### src/rtl/punc_control_pkg.sv
// Shared PUnC definitions: FSM states, LC3 opcodes, ALU codes and datapath select encodings.
// Imported by both the control unit and the datapath.
package punc_defs;

  typedef enum logic [2:0] {
    StInit   = 3'd0,
    StFetch  = 3'd1,
    StDecode = 3'd2,
    StExec   = 3'd3,
    StExec2  = 3'd4,
    StHalt   = 3'd5
  } state_e;

  localparam logic [3:0] OpBr   = 4'b0000;
  localparam logic [3:0] OpAdd  = 4'b0001;
  localparam logic [3:0] OpLd   = 4'b0010;
  localparam logic [3:0] OpSt   = 4'b0011;
  localparam logic [3:0] OpJsr  = 4'b0100;
  localparam logic [3:0] OpAnd  = 4'b0101;
  localparam logic [3:0] OpLdr  = 4'b0110;
  localparam logic [3:0] OpStr  = 4'b0111;
  localparam logic [3:0] OpRsv0 = 4'b1000;
  localparam logic [3:0] OpNot  = 4'b1001;
  localparam logic [3:0] OpLdi  = 4'b1010;
  localparam logic [3:0] OpSti  = 4'b1011;
  localparam logic [3:0] OpJmp  = 4'b1100;
  localparam logic [3:0] OpRsv1 = 4'b1101;
  localparam logic [3:0] OpLea  = 4'b1110;
  localparam logic [3:0] OpHalt = 4'b1111;

  localparam logic [2:0] AluAdd  = 3'd0;
  localparam logic [2:0] AluAddI = 3'd1;
  localparam logic [2:0] AluNot  = 3'd2;
  localparam logic [2:0] AluAnd  = 3'd3;
  localparam logic [2:0] AluAndI = 3'd4;
  localparam logic [2:0] AluPass = 3'd5;

  localparam logic [1:0] MemRAddrPc        = 2'd0;
  localparam logic [1:0] MemRAddrPcSext9   = 2'd1;
  localparam logic [1:0] MemRAddrBaseSext6 = 2'd2;
  localparam logic [1:0] MemRAddrLdiReg    = 2'd3;

  localparam logic [1:0] MemWAddrPcSext9   = 2'd0;
  localparam logic [1:0] MemWAddrBaseSext6 = 2'd1;
  localparam logic [1:0] MemWAddrMemData   = 2'd2;

  localparam logic       MemWDataRf = 1'b0;

  // r0 defaults to ir[8:6] (SR1 / BASE); r1 defaults to ir[2:0] (SR2)
  localparam logic       RfR0Sr1  = 1'b0;
  localparam logic       RfR0Sr   = 1'b1;
  localparam logic       RfR1Sr2  = 1'b0;
  localparam logic       RfR1Base = 1'b1;

  localparam logic [1:0] RfWDataAlu     = 2'd0;
  localparam logic [1:0] RfWDataMem     = 2'd1;
  localparam logic [1:0] RfWDataPcSext9 = 2'd2;
  localparam logic [1:0] RfWDataPc      = 2'd3;

  localparam logic       RfWAddrDr = 1'b0;
  localparam logic       RfWAddrR7 = 1'b1;

  localparam logic [1:0] PcLdPcSext9  = 2'd0;
  localparam logic [1:0] PcLdPcSext11 = 2'd1;
  localparam logic [1:0] PcLdBase     = 2'd2;

  localparam logic       CondLdRf  = 1'b0;
  localparam logic       CondLdMem = 1'b1;

  function automatic logic op_is_reserved(input logic [3:0] op);
    return (op == OpRsv0) || (op == OpRsv1);
  endfunction

endpackage

### src/rtl/punc_control_if.sv
// Control <-> datapath bundle: instruction/flags up from the datapath, strobes and selects down.
interface punc_control_if;
  logic [15:0] ir;
  logic        n;
  logic        z;
  logic        p;

  logic        mem_w_en;
  logic [1:0]  mem_w_addr_sel;
  logic        mem_w_data_sel;
  logic [1:0]  mem_r_addr_sel;
  logic        rf_w_en;
  logic        rf_r0_addr_sel;
  logic        rf_r1_addr_sel;
  logic [1:0]  rf_w_data_sel;
  logic        rf_w_addr_sel;
  logic        ir_ld;
  logic        pc_ld;
  logic        pc_clr;
  logic        pc_inc;
  logic [1:0]  pc_ld_data_sel;
  logic [2:0]  alu_sel;
  logic        cond_ld;
  logic        cond_ld_data_sel;
  logic        ldi_reg_ld;
  logic        halted;

  modport master (
    input  ir, n, z, p,
    output mem_w_en, mem_w_addr_sel, mem_w_data_sel, mem_r_addr_sel,
           rf_w_en, rf_r0_addr_sel, rf_r1_addr_sel, rf_w_data_sel, rf_w_addr_sel,
           ir_ld, pc_ld, pc_clr, pc_inc, pc_ld_data_sel,
           alu_sel, cond_ld, cond_ld_data_sel, ldi_reg_ld, halted
  );

  modport slave (
    output ir, n, z, p,
    input  mem_w_en, mem_w_addr_sel, mem_w_data_sel, mem_r_addr_sel,
           rf_w_en, rf_r0_addr_sel, rf_r1_addr_sel, rf_w_data_sel, rf_w_addr_sel,
           ir_ld, pc_ld, pc_clr, pc_inc, pc_ld_data_sel,
           alu_sel, cond_ld, cond_ld_data_sel, ldi_reg_ld, halted
  );
endinterface

### src/rtl/punc_branch_eval.sv
// Branch condition: taken when any requested flag in ir[11:9] (n,z,p) is set.
module punc_branch_eval (
    input  logic [2:0] nzp_mask,
    input  logic       n,
    input  logic       z,
    input  logic       p,
    output logic       taken
);

    assign taken = |(nzp_mask & {n, z, p});

endmodule

### src/rtl/punc_control.sv
// PUnC LC3 multi-cycle control FSM: fetch, decode, execute; Moore outputs from state and opcode.
module punc_control
    import punc_defs::*;
(
    input  logic                  clk,
    input  logic                  rst,
    punc_control_if.master        bus
);

    state_e     state_q, state_d;
    logic [3:0] opcode;
    logic       br_taken;
    logic       wr_dr;

    assign opcode = bus.ir[15:12];

    // Control never looks at the register/offset fields
    logic unused_ir;
    assign unused_ir = ^{bus.ir[8:6], bus.ir[4:0]};

    punc_branch_eval u_branch_eval (
        .nzp_mask (bus.ir[11:9]),
        .n        (bus.n),
        .z        (bus.z),
        .p        (bus.p),
        .taken    (br_taken)
    );

    always_ff @(posedge clk or posedge rst) begin
        if (rst) begin
            state_q <= StInit;
        end else begin
            state_q <= state_d;
        end
    end

    always_comb begin
        state_d              = state_q;
        wr_dr                = 1'b0;
        bus.mem_w_en         = 1'b0;
        bus.mem_w_addr_sel   = MemWAddrPcSext9;
        bus.mem_w_data_sel   = MemWDataRf;
        bus.mem_r_addr_sel   = MemRAddrPc;
        bus.rf_w_en          = 1'b0;
        bus.rf_r0_addr_sel   = RfR0Sr1;
        bus.rf_r1_addr_sel   = RfR1Sr2;
        bus.rf_w_data_sel    = RfWDataAlu;
        bus.rf_w_addr_sel    = RfWAddrDr;
        bus.ir_ld            = 1'b0;
        bus.pc_ld            = 1'b0;
        bus.pc_clr           = 1'b0;
        bus.pc_inc           = 1'b0;
        bus.pc_ld_data_sel   = PcLdPcSext9;
        bus.alu_sel          = AluAdd;
        bus.cond_ld          = 1'b0;
        bus.cond_ld_data_sel = CondLdRf;
        bus.ldi_reg_ld       = 1'b0;
        bus.halted           = 1'b0;

        case (state_q)
            StInit: begin
                bus.pc_clr = 1'b1;
                state_d    = StFetch;
            end

            StFetch: begin
                bus.mem_r_addr_sel = MemRAddrPc;
                bus.ir_ld          = 1'b1;
                bus.pc_inc         = 1'b1;
                state_d            = StDecode;
            end

            StDecode: begin
                if (opcode == OpHalt) begin
                    state_d = StHalt;
                end else if (op_is_reserved(opcode)) begin
                    state_d = StFetch;
                end else begin
                    state_d = StExec;
                end
            end

            StExec: begin
                state_d = StFetch;
                case (opcode)
                    OpAdd, OpAnd: begin
                        wr_dr             = 1'b1;
                        bus.rf_w_data_sel = RfWDataAlu;
                        if (bus.ir[5]) begin
                            bus.alu_sel = (opcode == OpAdd) ? AluAddI : AluAndI;
                        end else begin
                            bus.alu_sel        = (opcode == OpAdd) ? AluAdd : AluAnd;
                            bus.rf_r1_addr_sel = RfR1Sr2;
                        end
                    end
                    OpNot: begin
                        wr_dr             = 1'b1;
                        bus.rf_w_data_sel = RfWDataAlu;
                        bus.alu_sel       = AluNot;
                    end
                    OpLd: begin
                        wr_dr              = 1'b1;
                        bus.mem_r_addr_sel = MemRAddrPcSext9;
                        bus.rf_w_data_sel  = RfWDataMem;
                    end
                    OpLdr: begin
                        wr_dr              = 1'b1;
                        bus.mem_r_addr_sel = MemRAddrBaseSext6;
                        bus.rf_w_data_sel  = RfWDataMem;
                    end
                    OpLea: begin
                        wr_dr             = 1'b1;
                        bus.rf_w_data_sel = RfWDataPcSext9;
                    end
                    OpSt: begin
                        bus.mem_w_en       = 1'b1;
                        bus.mem_w_addr_sel = MemWAddrPcSext9;
                        bus.mem_w_data_sel = MemWDataRf;
                        bus.rf_r0_addr_sel = RfR0Sr;
                    end
                    OpStr: begin
                        bus.mem_w_en       = 1'b1;
                        bus.mem_w_addr_sel = MemWAddrBaseSext6;
                        bus.mem_w_data_sel = MemWDataRf;
                        bus.rf_r0_addr_sel = RfR0Sr;
                        bus.rf_r1_addr_sel = RfR1Base;
                    end
                    OpBr: begin
                        bus.pc_ld          = br_taken;
                        bus.pc_ld_data_sel = PcLdPcSext9;
                    end
                    OpJmp: begin
                        bus.pc_ld          = 1'b1;
                        bus.pc_ld_data_sel = PcLdBase;
                    end
                    OpJsr: begin
                        // PC was already incremented in FETCH, so R7 gets the return address
                        bus.rf_w_en        = 1'b1;
                        bus.rf_w_addr_sel  = RfWAddrR7;
                        bus.rf_w_data_sel  = RfWDataPc;
                        bus.pc_ld          = 1'b1;
                        bus.pc_ld_data_sel = bus.ir[11] ? PcLdPcSext11 : PcLdBase;
                    end
                    OpLdi, OpSti: begin
                        bus.mem_r_addr_sel = MemRAddrPcSext9;
                        bus.ldi_reg_ld     = 1'b1;
                        state_d            = StExec2;
                    end
                    default: ;
                endcase
            end

            StExec2: begin
                state_d            = StFetch;
                bus.mem_r_addr_sel = MemRAddrLdiReg;
                if (opcode == OpLdi) begin
                    wr_dr             = 1'b1;
                    bus.rf_w_data_sel = RfWDataMem;
                end else if (opcode == OpSti) begin
                    bus.mem_w_en       = 1'b1;
                    bus.mem_w_addr_sel = MemWAddrMemData;
                    bus.mem_w_data_sel = MemWDataRf;
                    bus.rf_r0_addr_sel = RfR0Sr;
                end
            end

            StHalt: begin
                bus.halted = 1'b1;
                state_d    = StHalt;
            end

            default: state_d = StInit;
        endcase

        if (wr_dr) begin
            bus.rf_w_en          = 1'b1;
            bus.rf_w_addr_sel    = RfWAddrDr;
            bus.cond_ld          = 1'b1;
            bus.cond_ld_data_sel = CondLdRf;
        end
    end

endmodule

### src/flat_wrapper.sv
// flat-port wrapper written by rule: the top's interface ports become plain ports
module punc_control_flat import punc_defs::*;
  (clk, rst, bus_ir, bus_n, bus_z, bus_p, bus_mem_w_en, bus_mem_w_addr_sel, bus_mem_w_data_sel, bus_mem_r_addr_sel, bus_rf_w_en, bus_rf_r0_addr_sel, bus_rf_r1_addr_sel, bus_rf_w_data_sel, bus_rf_w_addr_sel, bus_ir_ld, bus_pc_ld, bus_pc_clr, bus_pc_inc, bus_pc_ld_data_sel, bus_alu_sel, bus_cond_ld, bus_cond_ld_data_sel, bus_ldi_reg_ld, bus_halted);
  punc_control_if bus_i ();
  input  logic clk;
  input  logic rst;
  input wire logic [$bits(bus_i.ir)-1:0] bus_ir;
  input wire logic [$bits(bus_i.n)-1:0] bus_n;
  input wire logic [$bits(bus_i.z)-1:0] bus_z;
  input wire logic [$bits(bus_i.p)-1:0] bus_p;
  output wire logic [$bits(bus_i.mem_w_en)-1:0] bus_mem_w_en;
  output wire logic [$bits(bus_i.mem_w_addr_sel)-1:0] bus_mem_w_addr_sel;
  output wire logic [$bits(bus_i.mem_w_data_sel)-1:0] bus_mem_w_data_sel;
  output wire logic [$bits(bus_i.mem_r_addr_sel)-1:0] bus_mem_r_addr_sel;
  output wire logic [$bits(bus_i.rf_w_en)-1:0] bus_rf_w_en;
  output wire logic [$bits(bus_i.rf_r0_addr_sel)-1:0] bus_rf_r0_addr_sel;
  output wire logic [$bits(bus_i.rf_r1_addr_sel)-1:0] bus_rf_r1_addr_sel;
  output wire logic [$bits(bus_i.rf_w_data_sel)-1:0] bus_rf_w_data_sel;
  output wire logic [$bits(bus_i.rf_w_addr_sel)-1:0] bus_rf_w_addr_sel;
  output wire logic [$bits(bus_i.ir_ld)-1:0] bus_ir_ld;
  output wire logic [$bits(bus_i.pc_ld)-1:0] bus_pc_ld;
  output wire logic [$bits(bus_i.pc_clr)-1:0] bus_pc_clr;
  output wire logic [$bits(bus_i.pc_inc)-1:0] bus_pc_inc;
  output wire logic [$bits(bus_i.pc_ld_data_sel)-1:0] bus_pc_ld_data_sel;
  output wire logic [$bits(bus_i.alu_sel)-1:0] bus_alu_sel;
  output wire logic [$bits(bus_i.cond_ld)-1:0] bus_cond_ld;
  output wire logic [$bits(bus_i.cond_ld_data_sel)-1:0] bus_cond_ld_data_sel;
  output wire logic [$bits(bus_i.ldi_reg_ld)-1:0] bus_ldi_reg_ld;
  output wire logic [$bits(bus_i.halted)-1:0] bus_halted;
  assign bus_i.ir = bus_ir;
  assign bus_i.n = bus_n;
  assign bus_i.z = bus_z;
  assign bus_i.p = bus_p;
  assign bus_mem_w_en = bus_i.mem_w_en;
  assign bus_mem_w_addr_sel = bus_i.mem_w_addr_sel;
  assign bus_mem_w_data_sel = bus_i.mem_w_data_sel;
  assign bus_mem_r_addr_sel = bus_i.mem_r_addr_sel;
  assign bus_rf_w_en = bus_i.rf_w_en;
  assign bus_rf_r0_addr_sel = bus_i.rf_r0_addr_sel;
  assign bus_rf_r1_addr_sel = bus_i.rf_r1_addr_sel;
  assign bus_rf_w_data_sel = bus_i.rf_w_data_sel;
  assign bus_rf_w_addr_sel = bus_i.rf_w_addr_sel;
  assign bus_ir_ld = bus_i.ir_ld;
  assign bus_pc_ld = bus_i.pc_ld;
  assign bus_pc_clr = bus_i.pc_clr;
  assign bus_pc_inc = bus_i.pc_inc;
  assign bus_pc_ld_data_sel = bus_i.pc_ld_data_sel;
  assign bus_alu_sel = bus_i.alu_sel;
  assign bus_cond_ld = bus_i.cond_ld;
  assign bus_cond_ld_data_sel = bus_i.cond_ld_data_sel;
  assign bus_ldi_reg_ld = bus_i.ldi_reg_ld;
  assign bus_halted = bus_i.halted;
  punc_control u_core (.clk(clk), .rst(rst), .bus(bus_i));
endmodule
### config.mk
export PLATFORM = sky130hd
export DESIGN_NAME = punc_control_flat
export DESIGN_NICKNAME = d
export VERILOG_FILES = /design/src/rtl/punc_control_pkg.sv /design/src/rtl/punc_control_if.sv /design/src/rtl/punc_branch_eval.sv /design/src/rtl/punc_control.sv /design/src/flat_wrapper.sv
export SDC_FILE = /design/constraint.sdc
export NUM_CORES = 1
export LEC_CHECK = 0
export ABC_CLOCK_PERIOD_IN_PS = 2200
export CORE_MARGIN = 10
export CORE_UTILIZATION = 31
export DETAILED_ROUTE_END_ITERATION = 10
export PLACE_DENSITY = 0.8
export SETUP_SLACK_MARGIN = 0.05
export SYNTH_ARGS = -nofsm -noshare
export SYNTH_HDL_FRONTEND = slang
export SYNTH_SLANG_ARGS = --single-unit
### constraint.sdc
create_clock -name clk -period 2.2 [get_ports clk]
set_input_delay 0.44 -clock clk [delete_from_list [all_inputs] [get_ports clk]]
set_output_delay 0.44 -clock clk [all_outputs]
set_load 0.05 [all_outputs]
# Word level (Yosys, flattened, before mapping)
# Cells that the tools add are included.
# classes
eq_ne	20
n_mux	42
bitwise	1
n_reduce_logical	12
# ops
cell	count
$eq A4 B4 Y1 const B	8
$mux W1	20
$pmux W2 S2	5
$eq A4 B3 Y1 const B	4
$mux W3	5
$pmux W3 S5	1
$mux W2	6
$reduce_or A2 Y1	6
$eq A4 B2 Y1 const B	2
$eq A3 B2 Y1 const B	2
$eq A3 B3 Y1 const B	2
$pmux W1 S2	3
$pmux W2 S3	1
$pmux W3 S2	1
$reduce_or A3 Y1	2
$reduce_or A6 Y1	1
$eq A4 B1 Y1 const B	1
$logic_not A4 Y1	1
$and A3 B3 Y3	1
$eq A3 B1 Y1 const B	1
$logic_not A3 Y1	1
$logic_or A1 B1 Y1	1
# totals
register_bits	3
input_bits	21
output_inout_bits	25
elab_cells	76

# Longest topological paths before layout
# Gate-level depths: netlist (run 1).
# depth
depth_word	5
depth_mapped	6
ltp_nobuf	5

# Modules after synthesis
# A second synthesis (run 1) with hierarchy kept.
# hier_totals
cells_unflattened	76
area_unflattened_um2	549.3
# modules_own_cells
module	instances	cells_each	area_each_um2	seq_area_each_um2
punc_control	1	74	535.5	75.1
punc_branch_eval	1	2	13.8	0.0

# Least setup slack after synthesis (run 1)
# OpenSTA, ideal clock, no wires.
# synth_path
kind	input to output
from	input bus_ir[13]
to	output bus_alu_sel[0]
arrival_ps	2930
required_time_ps	1760
setup_slack_ps	-1170
path_stages	5
n_path_buf	1
path_cell_list	buf_2 > nand2b_1 > or3_1 > ha_1 > nor4_1
# synth_via
elab_chain_cells	5
word_cells_on_any_way	9
classes_between	eq/ne: 3; mux: 5; reduce/logical: 1
# synth_rtl
element	line_no	rtl
from (decl)	flat_wrapper.sv:7	input wire logic [$bits(bus_i.ir)-1:0] bus_ir;
$eq A4 B1 Y1	punc_control.sv:85, punc_control.sv:90, punc_control.sv:92	
$mux W2 / $mux W3 (equally long branches)	punc_control.sv:92, punc_control.sv:90	
$mux W3	punc_control.sv:89	if (bus.ir[5]) begin
$pmux W3 S2 *	punc_control.sv:85	case (opcode)
$mux W3 *	punc_control.sv:60	case (state_q)
to (decl)	flat_wrapper.sv:25	output wire logic [$bits(bus_i.alu_sel)-1:0] bus_alu_sel;
# Every way passes the cells marked *; elsewhere a longest branch is shown, timed or not.

# Worst setup path after layout (run 1)
# Ends and elaborated chain as after synthesis.

==> metrics, run 1 <==
leading area contributor after synthesis dfrtp_1; Final Setup Violations 0; Max Freq 455 MHz; # diodes 0; Largest register FFs 3; first-pass detailed-route iteration total 4; Post-synth EDFFs 0; Max stage delay on crit path 390 ps; overall power 0.00108 W; Die ar. 3730 um^2; core footprint 1560 um^2; crit-path cells buf_6 > nand2b_4 > or3_4 > ha_4 > nor4_4 > buf_12; Max Cap Violations 0; clk sink count 3; Synth Instances 79; Final Instance Count excl. Fillers 143; CP Data Arrival Time 1760 ps; GRT overflow 0; CP Launch Type primary input; vias 790; layout cell share with drive strength beyond 1 60.6%; post-synthesis async set-or-reset flop share 100%; Max Fanout on Critical Path 2; Area growth syn-to-layout 159%; Buf+Inv Stages, Crit Path 2; root buf cell clkbuf_4; synth warn 0; largest net degree at the start of global routing 12; H-Tree Depth 1; layout net count 151; Final ANT Viol Nets 0; most common cell after layout, fill and taps aside buf_4; Vias/cell 5.52; clk_lat worst skew 250 ps; Post-DP HPWL 1770 um; worst vdd ir 0.607 mV; Crit Path Class in2out; final clock skew 8.64 ps; synth top area cells dfrtp_1, nor2_1, nor3_1, buf_4, ha_1; row count 14; Die Y 61.1 um; Leak Pwr 0.585 nW; Placer Congestion 0.786; most frequent cells in the layout buf_4, buf_12, clkdlybuf4s50_1; Routed Wire Length 2500 um; total CTS buffers 3; top cell type's share of synthesized area 14.4%; CP top delay family simple AND/OR/NAND/NOR gates; Crit-path slowest cell or3_4; Final Core Density 86.8%; GRT Util Overall 13.0%; drt wl/cell 17.5 um; initial antenna violation count 0; initial DRC count 29; Synth Register Bits 3; first-pass GRT wire length 3790 um; crit share post-route 99.9%; post-synthesis sequential area ratio 14.4%; vias in the first global route 810; syn avg cell area 6.62 um^2; Post-Place Cells 135; status finished clean; port bufs 35; top flop regs u_core.state_q (3); DIE WIDTH 61.1 um; cell area after synthesis 523 um^2; Netlist cell types 33; Fin. Hold Viols 0; io pins 46; # DRC 0; Final min period 2200 ps; TritonCTS clock tree built; Initial Util 33.5%; Critical Path RT 1760 ps; Setup TNS Final 0 ps; power per cell area 794 nW/um^2; Biggest register u_core.state_q; Post-CTS Hold Buffers 0; HP Class in2async; Slew Viols, Final 0; ys flop type dfrtp_1; RSZ-0062 raised after global routing yes; clk buf depth 2; CP Capture Type output pin; CTS clk-pin slew, worst paths 50 ps
[cell families (layout without fill, tap and decap cells)]
logic type | Yosys count | count (layout) | share of synthesized area, %
other | 1 | 2 | 0.717
multiplexers | 2 | 2 | 3.83
AO/OA/AOI/OAI | 15 | 15 | 19.4
flip-flops | 3 | 3 | 14.4
AND/OR/NAND/NOR | 40 | 40 | 40.7
adder cells (fa/ha/maj) | 2 | 2 | 4.78
XOR/XNOR | 1 | 1 | 1.67
buffers and inverters | 15 | 62 | 14.6
[cell type report]
class / count / area, um^2
timing repair buffer: 53 / 648
multi-input combinational: 62 / 563
fill: 80 / 205
sequential: 3 / 77.6
clock buffer: 4 / 26.3
tap: 16 / 20.0
inverter: 5 / 18.8
[synth_stat cells, types with 2 or more instances]
library cell,number
nand2b_1,4
clkbuf_1,2
buf_4,4
ha_1,2
inv_1,5
or3_1,2
nand2_1,5
nor4_1,3
buf_2,4
nor3_1,6
nor2_1,11
o21ai_0,5
mux2i_1,2
a21oi_1,3
dfrtp_1,3
[timing repair]
item                       in CTS  in global routing
gates cloned                    0                  0
buffers inserted                4                  0
setup endpoints to repair      19                  8
gates resized for setup        21                 10
pin swaps                       6                  2
[stage by stage]
| step | worst slack, ps | instance area (um^2) | hold slack (ps) |
|---|---|---|---|
| final | 1.40 | 1350 | 382 |
| after global routing | -35.6 | 1350 | 386 |
| after CTS | -4.93 | 1330 | 382 |
| after detailed placement | -359 | 1240 | 585 |
| after global placement | -342 | 1240 | 584 |
| after floorplan | -248 | 661 | 194 |
[power by group]
part / switching (W) / leakage (nW) / internal, W / total [W]
Combinational: 0.000514 / 0.536 / 0.000351 / 0.000865
Clock: 0.0000377 / 0.0150 / 0.0000686 / 0.000106
Sequential: 0.0000239 / 0.0344 / 0.0000804 / 0.000104
[worst reg2reg max path, stage by stage, from the launching register on]
cell and delay, ps:
dfrtp_1 420, buf_4 180, and2b_1 190, a41o_1 240
[per-layer routing]
layer	track usage [%]	part of all wire (%)	vias up
met3	6.17	14	6
li1	-	-	365
met1	12.8	34	377
met5	0	0	-
met2	22.3	51	42
met4	6.51	1.9	0
[path summary, 6_finish.rpt]
path                       slack, ps              start                end  cells after the start
setup / recovery                   1         bus_ir[13]     bus_alu_sel[0]                      6
hold / removal                   380                rst  u_core.state_q[0]                      2
setup reg to reg                1070  u_core.state_q[1]  u_core.state_q[2]                      3
hold reg to reg                  640  u_core.state_q[2]  u_core.state_q[0]                      2
max in group asynchronous       1670                rst  u_core.state_q[2]                      2
min in group clk                 640  u_core.state_q[2]  u_core.state_q[0]                      2
Power figures use the tool's default switching activity.
==> run 2, diff against run 1 <==
--- a/config.mk
+++ b/config.mk
@@ -10,6 +10,7 @@
 export CORE_UTILIZATION = 31
 export DETAILED_ROUTE_END_ITERATION = 10
 export PLACE_DENSITY = 0.8
+export REMOVE_ABC_BUFFERS = 1
 export SETUP_SLACK_MARGIN = 0.05
 export SYNTH_ARGS = -nofsm -noshare
 export SYNTH_HDL_FRONTEND = slang
==> metrics, run 2 (synthesized netlist as in run 1, its figures left out) <==
Placement Cell Area 1200 um^2 (-3.0%); r2r worst-path depth 4 (+1); # diodes 0 (unchanged); status complete, but fails checks; crit share post-route 102% (+2.1 points); RSZ-0062 raised after global routing yes; Fin. Hold Viols 0 (unchanged); CP Launch Type primary input; drt wl/cell 20.7 um (+19%); initial antenna violation count 0 (unchanged); core footprint 1560 um^2 (unchanged); io pins 46 (unchanged); Logic pwr share 83.5% (+3.1 points); crit-path cells buf_6 > nand2b_4 > or3_4 > ha_4 > nor4_2 > buf_4 > buf_12; layout net count 162 (+7.3%); DIE WIDTH 61.1 um (unchanged); Post-DP HPWL 1790 um (+1.5%); layout cell share with drive strength beyond 1 59.4% (-1.2 points); HP Class in2async; # DRC 0 (unchanged); Sw Pwr 0.000622 W (+8.0%); failing checks setup timing; Slew Viols, Final 0 (unchanged); Die ar. 3730 um^2 (unchanged); CTS clk-pin slew, worst paths 40 ps (about the same); CP Data Arrival Time 1800 ps (+40 ps); clk sink count 3 (unchanged); GRT overflow 0 (unchanged); power per cell area 851 nW/um^2 (+7.1%); Biggest register u_core.state_q; Crit Path Class in2out; Setup TNS Final -82.3 ps (-82.3 ps); row count 14 (unchanged); Area growth syn-to-layout 179%; CP Capture Type output pin; TritonCTS clock tree built; top flop regs u_core.state_q (3); worst vdd ir 0.944 mV (+56%); Slew @ Worst Pin 535 ps; root buf cell clkbuf_4; Final min period 2240 ps (+45.2 ps); Leak Pwr 0.688 nW (+18%); clk_lat worst skew 250 ps (about the same); Final Setup Violations 3 (+3); Max stage delay on crit path 410 ps (+20 ps); clk buf depth 2 (unchanged); Final ANT Viol Nets 0 (unchanged); Largest register FFs 3 (unchanged); port bufs 35 (unchanged); vias in the first global route 848 (+4.7%); Vias/cell 5.68 (+2.8%); Critical Path RT 1760 ps (about the same); Routed Wire Length 3190 um (+28%); Post-CTS Hold Buffers 0 (unchanged); crit path from bus_ir[13]; most frequent cells in the layout buf_4, buf_12, nor2_1; crit path to bus_alu_sel[0]; most common cell after layout, fill and taps aside buf_4; Die Y 61.1 um (unchanged); Placer Congestion 0.805 (+2.4%); FF-to-FF Start u_core.state_q[0]; Crit-path slowest cell or3_4; first-pass detailed-route iteration total 4 (unchanged); Max Fanout on Critical Path 2 (unchanged); Slew headroom 64.2%; final clock skew 2.94 ps (-5.70 ps); total CTS buffers 3 (unchanged); Max Cap Violations 0 (unchanged); WHS 384 ps (+1.62 ps); Non-Filler Cell Area, Final 1460 um^2 (+7.8%); RR Endpoint u_core.state_q[2]; Flop pwr share 7.8% (-1.9 points); first-pass GRT wire length 4210 um (+11%); largest net degree at the start of global routing 12 (unchanged); switch share 50.1% (-3.4 points); H-Tree Depth 1 (unchanged); R2R setup slack 870 ps (-200 ps); internal power 0.000619 W (+24%); clock power share 8.7% (-1.2 points); GRT Util Overall 14.6% (+1.6 points); min setup slack post-route -43.8 ps (-45.2 ps); vias 875 (+11%); Max Freq 446 MHz (-2.0%); Initial Util 33.5% (unchanged); initial DRC count 63 (+120%)
==> run 2: cell type report <==
cell class                      instances  area (um^2)
Timing Repair Buffer                   64          787
Multi-Input combinational cell         62          532
Fill cell                              49          100
Sequential cell                         3         75.1
Clock buffer                            4         26.3
Tap cell                               16         20.0
Inverter                                5         18.8
==> run 2: worst min path at each step <==
stage | cells after the start | slack (ps) | to
after global routing | 2 | 400 | u_core.state_q[1]
after CTS | 2 | 360 | u_core.state_q[0]
final | 2 | 380 | u_core.state_q[1]
after global placement | 1 | 550 | u_core.state_q[0]
after detailed placement | 1 | 570 | u_core.state_q[0]
after floorplan | 1 | 190 | u_core.state_q[0]
==> run 2: what timing repair did <==
| item | CTS | global route |
|---|---|---|
| pin swaps | 4 | 9 |
| buffers inserted | 4 | 4 |
| endpoints found under the setup margin | 15 | 15 |
| gates resized for setup | 24 | 28 |
==> run 2: stage by stage <==
step                      std cells  setup slack [ps]  utilization (%)  total power, W
after floorplan                  70             -1130                -        0.000499
after CTS                       150              18.6             84.8         0.00109
after detailed placement        142              -458             77.1        0.000926
after global placement          142              -435             77.1        0.000911
final                           154             -43.8             93.6         0.00124
after global routing            154             -70.2             93.6         0.00128
==> run 2: worst max-delay path: cells and delay by family <==
kind                       cells  cell delay [ps]
adders and majority gates      1              250
and+or+nand+nor                3              720
buffers and inverters          3              380
==> run 2: metal layers <==
metal / part of all wire (%) / track usage (%) / up-vias
met2: 57 / 28.8 / 44
li1: - / - / 390
met5: 0 / 0 / -
met3: 5.8 / 2.88 / 8
met4: 1.8 / 4.89 / 0
met1: 36 / 14.6 / 433
==> run 2: power by group through the flow <==
stage | logic (W) | registers (W) | clock network (W)
floorplan | 0.000389 | 0.000110 | 0
global placement | 0.000818 | 0.0000921 | 0
detailed placement | 0.000832 | 0.0000942 | 0
CTS | 0.000898 | 0.0000911 | 0.000103
global route | 0.00107 | 0.0000985 | 0.000113
finish | 0.00104 | 0.0000973 | 0.000108
==> run 3, diff against run 2 <==
--- a/config.mk
+++ b/config.mk
@@ -5,11 +5,12 @@
 export SDC_FILE = /design/constraint.sdc
 export NUM_CORES = 1
 export LEC_CHECK = 0
+export ABC_AREA = 1
 export ABC_CLOCK_PERIOD_IN_PS = 2200
 export CORE_MARGIN = 10
 export CORE_UTILIZATION = 31
 export DETAILED_ROUTE_END_ITERATION = 10
-export PLACE_DENSITY = 0.8
+export PLACE_DENSITY = 0.79
 export REMOVE_ABC_BUFFERS = 1
 export SETUP_SLACK_MARGIN = 0.05
 export SYNTH_ARGS = -nofsm -noshare
==> metrics, run 3 <==
Die ar. 3800 um^2 (+1.8%); ys flop type dfrtp_1; DIE WIDTH 61.6 um (+0.88%); Post-DP HPWL 1680 um (-6.1%); largest net degree at the start of global routing 9 (-3); min setup slack post-route 142 ps (+185 ps); GRT Util Overall 11.3% (-3.3 points); vias 756 (-14%); post-synthesis mux area share 0% (-3.8 points); clk buf depth 2 (unchanged); top cell type's share of synthesized area 20.3% (+5.9 points); root buf cell clkbuf_4; status finished clean; Biggest register u_core.state_q; Vias/cell 4.73 (-17%); # diodes 0 (unchanged); final clock skew 0.485 ps (-2.45 ps); Synth Area in Simple Gates 57.8% (+17 points); synth top area cells nand2_1, dfrtp_1, nor2_1, inv_1, nand3_1; CP Data Arrival Time 1620 ps (-180 ps); Final min period 2060 ps (-185 ps); GRT overflow 0 (unchanged); largest family of logic cells by synthesized area simple AND/OR/NAND/NOR gates; TritonCTS clock tree built; vias in the first global route 801 (-5.5%); syn avg cell area 5.42 um^2 (-18%); Filler cells 128 (+160%); Final Setup Violations 0 (-3); first-pass detailed-route iteration total 4 (unchanged); adder-cell share of the synthesized area 4.66% (-0.12 points); Netlist cell types 17 (-48%); power per cell area 712 nW/um^2 (-16%); row count 14 (unchanged); Area growth syn-to-layout 130%; top-count cell post-synth nand2_1; leading area contributor after synthesis nand2_1; H-Tree Depth 1 (unchanged); Crit Path Class in2out; Largest register FFs 3 (unchanged); drt wl/cell 13.2 um (-36%); synth warn 0 (unchanged); Synth Area in Compound Gates 5.36% (-14 points); io pins 46 (unchanged); pre-CTS setup slack -177 ps (+281 ps); Post-synth top cells nand2_1, nor2_1, inv_1; Max Freq 486 MHz (+9.0%); layout cell share with drive strength beyond 1 43.8% (-16 points); post-synthesis async set-or-reset flop share 100% (unchanged); Critical Path RT 1760 ps (about the same); initial antenna violation count 0 (unchanged); RSZ-0062 raised after global routing no; layout net count 168 (+3.7%); Synth Instances 99 (+25%); clk sink count 3 (unchanged); CTS clk-pin slew, worst paths 40 ps (about the same); most common cell after layout, fill and taps aside nand2_1; core footprint 1580 um^2 (+1.1%); # DRC 0 (unchanged); Max Cap Violations 0 (unchanged); port bufs 35 (unchanged); Fin. Hold Viols 0 (unchanged); Synth Register Bits 3 (unchanged); Max Fanout on Critical Path 2 (unchanged); cell area after synthesis 537 um^2 (+2.6%); XOR/XNOR Fraction of Synth Area 0% (-1.7 points); most frequent cells in the layout nand2_1, buf_12, inv_1; area of the multi-input gates 448 um^2 (-16%); Placer Congestion 0.826 (+2.6%); initial DRC count 13 (-79%); Final Core Density 78.3% (-15 points); Initial Util 34.0% (+0.50 points); CP Capture Type output pin; Final ANT Viol Nets 0 (unchanged); CP Launch Type primary input; Setup TNS Final 0 ps (+82.3 ps); HP Class in2async; Routed Wire Length 2120 um (-34%); crit share post-route 93.6% (-8.4 points); Slew Viols, Final 0 (unchanged); Die Y 61.6 um (+0.88%); clk_lat worst skew 240 ps (about the same); post-synthesis sequential area ratio 14.0% (-0.37 points); worst vdd ir 0.546 mV (-42%); total CTS buffers 3 (unchanged); Leak Pwr 0.631 nW (-8.2%); Post-synth EDFFs 0 (unchanged); register area 75.1 um^2 (unchanged); first-pass GRT wire length 3370 um (-20%); top flop regs u_core.state_q (3)
-- run 3: cell count changes in the layout (fill, tap and decap cells not counted), sizes merged, moves of 3 or more --
cell	before	now
inv	5	17
nand2b	4	0
a21oi	3	0
nand2	5	32
clkdlybuf4s50	3	8
nor4	3	0
nor2	11	20
buf	54	32
nand3	1	11
dlymetal6s2s	5	1
-- run 3: area by class of cell --
type | count | share of cell area, %
Timing Repair Buffer | 44 | 48.7
Multi-Input combinational cell | 76 | 36.3
Sequential cell | 3 | 6.09
Inverter | 17 | 5.17
Clock buffer | 4 | 2.13
Tap cell | 16 | 1.62
-- run 3: cell families (layout without fill, tap and decap cells) --
group | after synthesis | in the layout
AOI/OAI and AO/OA | 5 | 5
adders and majority gates | 2 | 2
buffers and inverters | 21 | 65
DFF | 3 | 3
other | 1 | 2
and+or+nand+nor | 67 | 67
-- run 3: repair_timing --
action | in CTS | in global routing
hold buffers | 0 | 0
gates cloned | 0 | 0
endpoints found under the setup margin | 16 | 14
resized for setup | 16 | 10
buffers inserted | 0 | 1
pin swaps | 5 | 3
-- run 3: final timing paths --
| path | start | to | slack [ps] | cells past startpoint |
|---|---|---|---|---|
| max in group asynchronous | rst | u_core.state_q[0] | 1690 | 2 |
| min in group clk | u_core.state_q[2] | u_core.state_q[1] | 670 | 1 |
| setup / recovery | bus_ir[13] | bus_alu_sel[0] | 140 | 6 |
| hold / removal | rst | u_core.state_q[1] | 380 | 2 |
| setup reg to reg | u_core.state_q[2] | u_core.state_q[1] | 1110 | 3 |
| hold reg to reg | u_core.state_q[2] | u_core.state_q[1] | 670 | 1 |
-- run 3: power breakdown --
group	leakage [nW]	internal, W	total [W]	switching [W]
Combinational	0.579	0.000239	0.000666	0.000428
Clock	0.0150	0.0000682	0.0000999	0.0000317
Sequential	0.0374	0.0000786	0.000112	0.0000335
Total	0.631	0.000385	0.000878	0.000493
-- run 3: critical path, stage by stage --
cell,delay (ps)
dlygate4sd2_1,260
nor3_2,220
nand2_1,100
ha_1,310
nor2_2,140
buf_12,150
-- run 3: metal layers --
| metal | global-route usage (%) | part of all wire (%) | up-vias | wire (um) |
|---|---|---|---|---|
| met3 | 6.17 | 11 | 0 | 243 |
| met5 | 0 | 0 | - | 0 |
| met4 | 2.23 | 0 | 0 | 0 |
| met1 | 11.0 | 38 | 337 | 797 |
| met2 | 20.8 | 51 | 35 | 1080 |
| li1 | - | - | 384 | - |
-- run 3: metrics by stage --
step           hold slack, ps  cell area (um^2)  total power, W  instances
6_report                  381              1230        0.000878        160
5_1_grt                   379              1230        0.000933        160
4_1_cts                   371              1200        0.000876        159
3_5_place_dp              624              1120        0.000758        155
3_3_place_gp              610              1120        0.000746        155
2_1_floorplan             194               510        0.000500         96
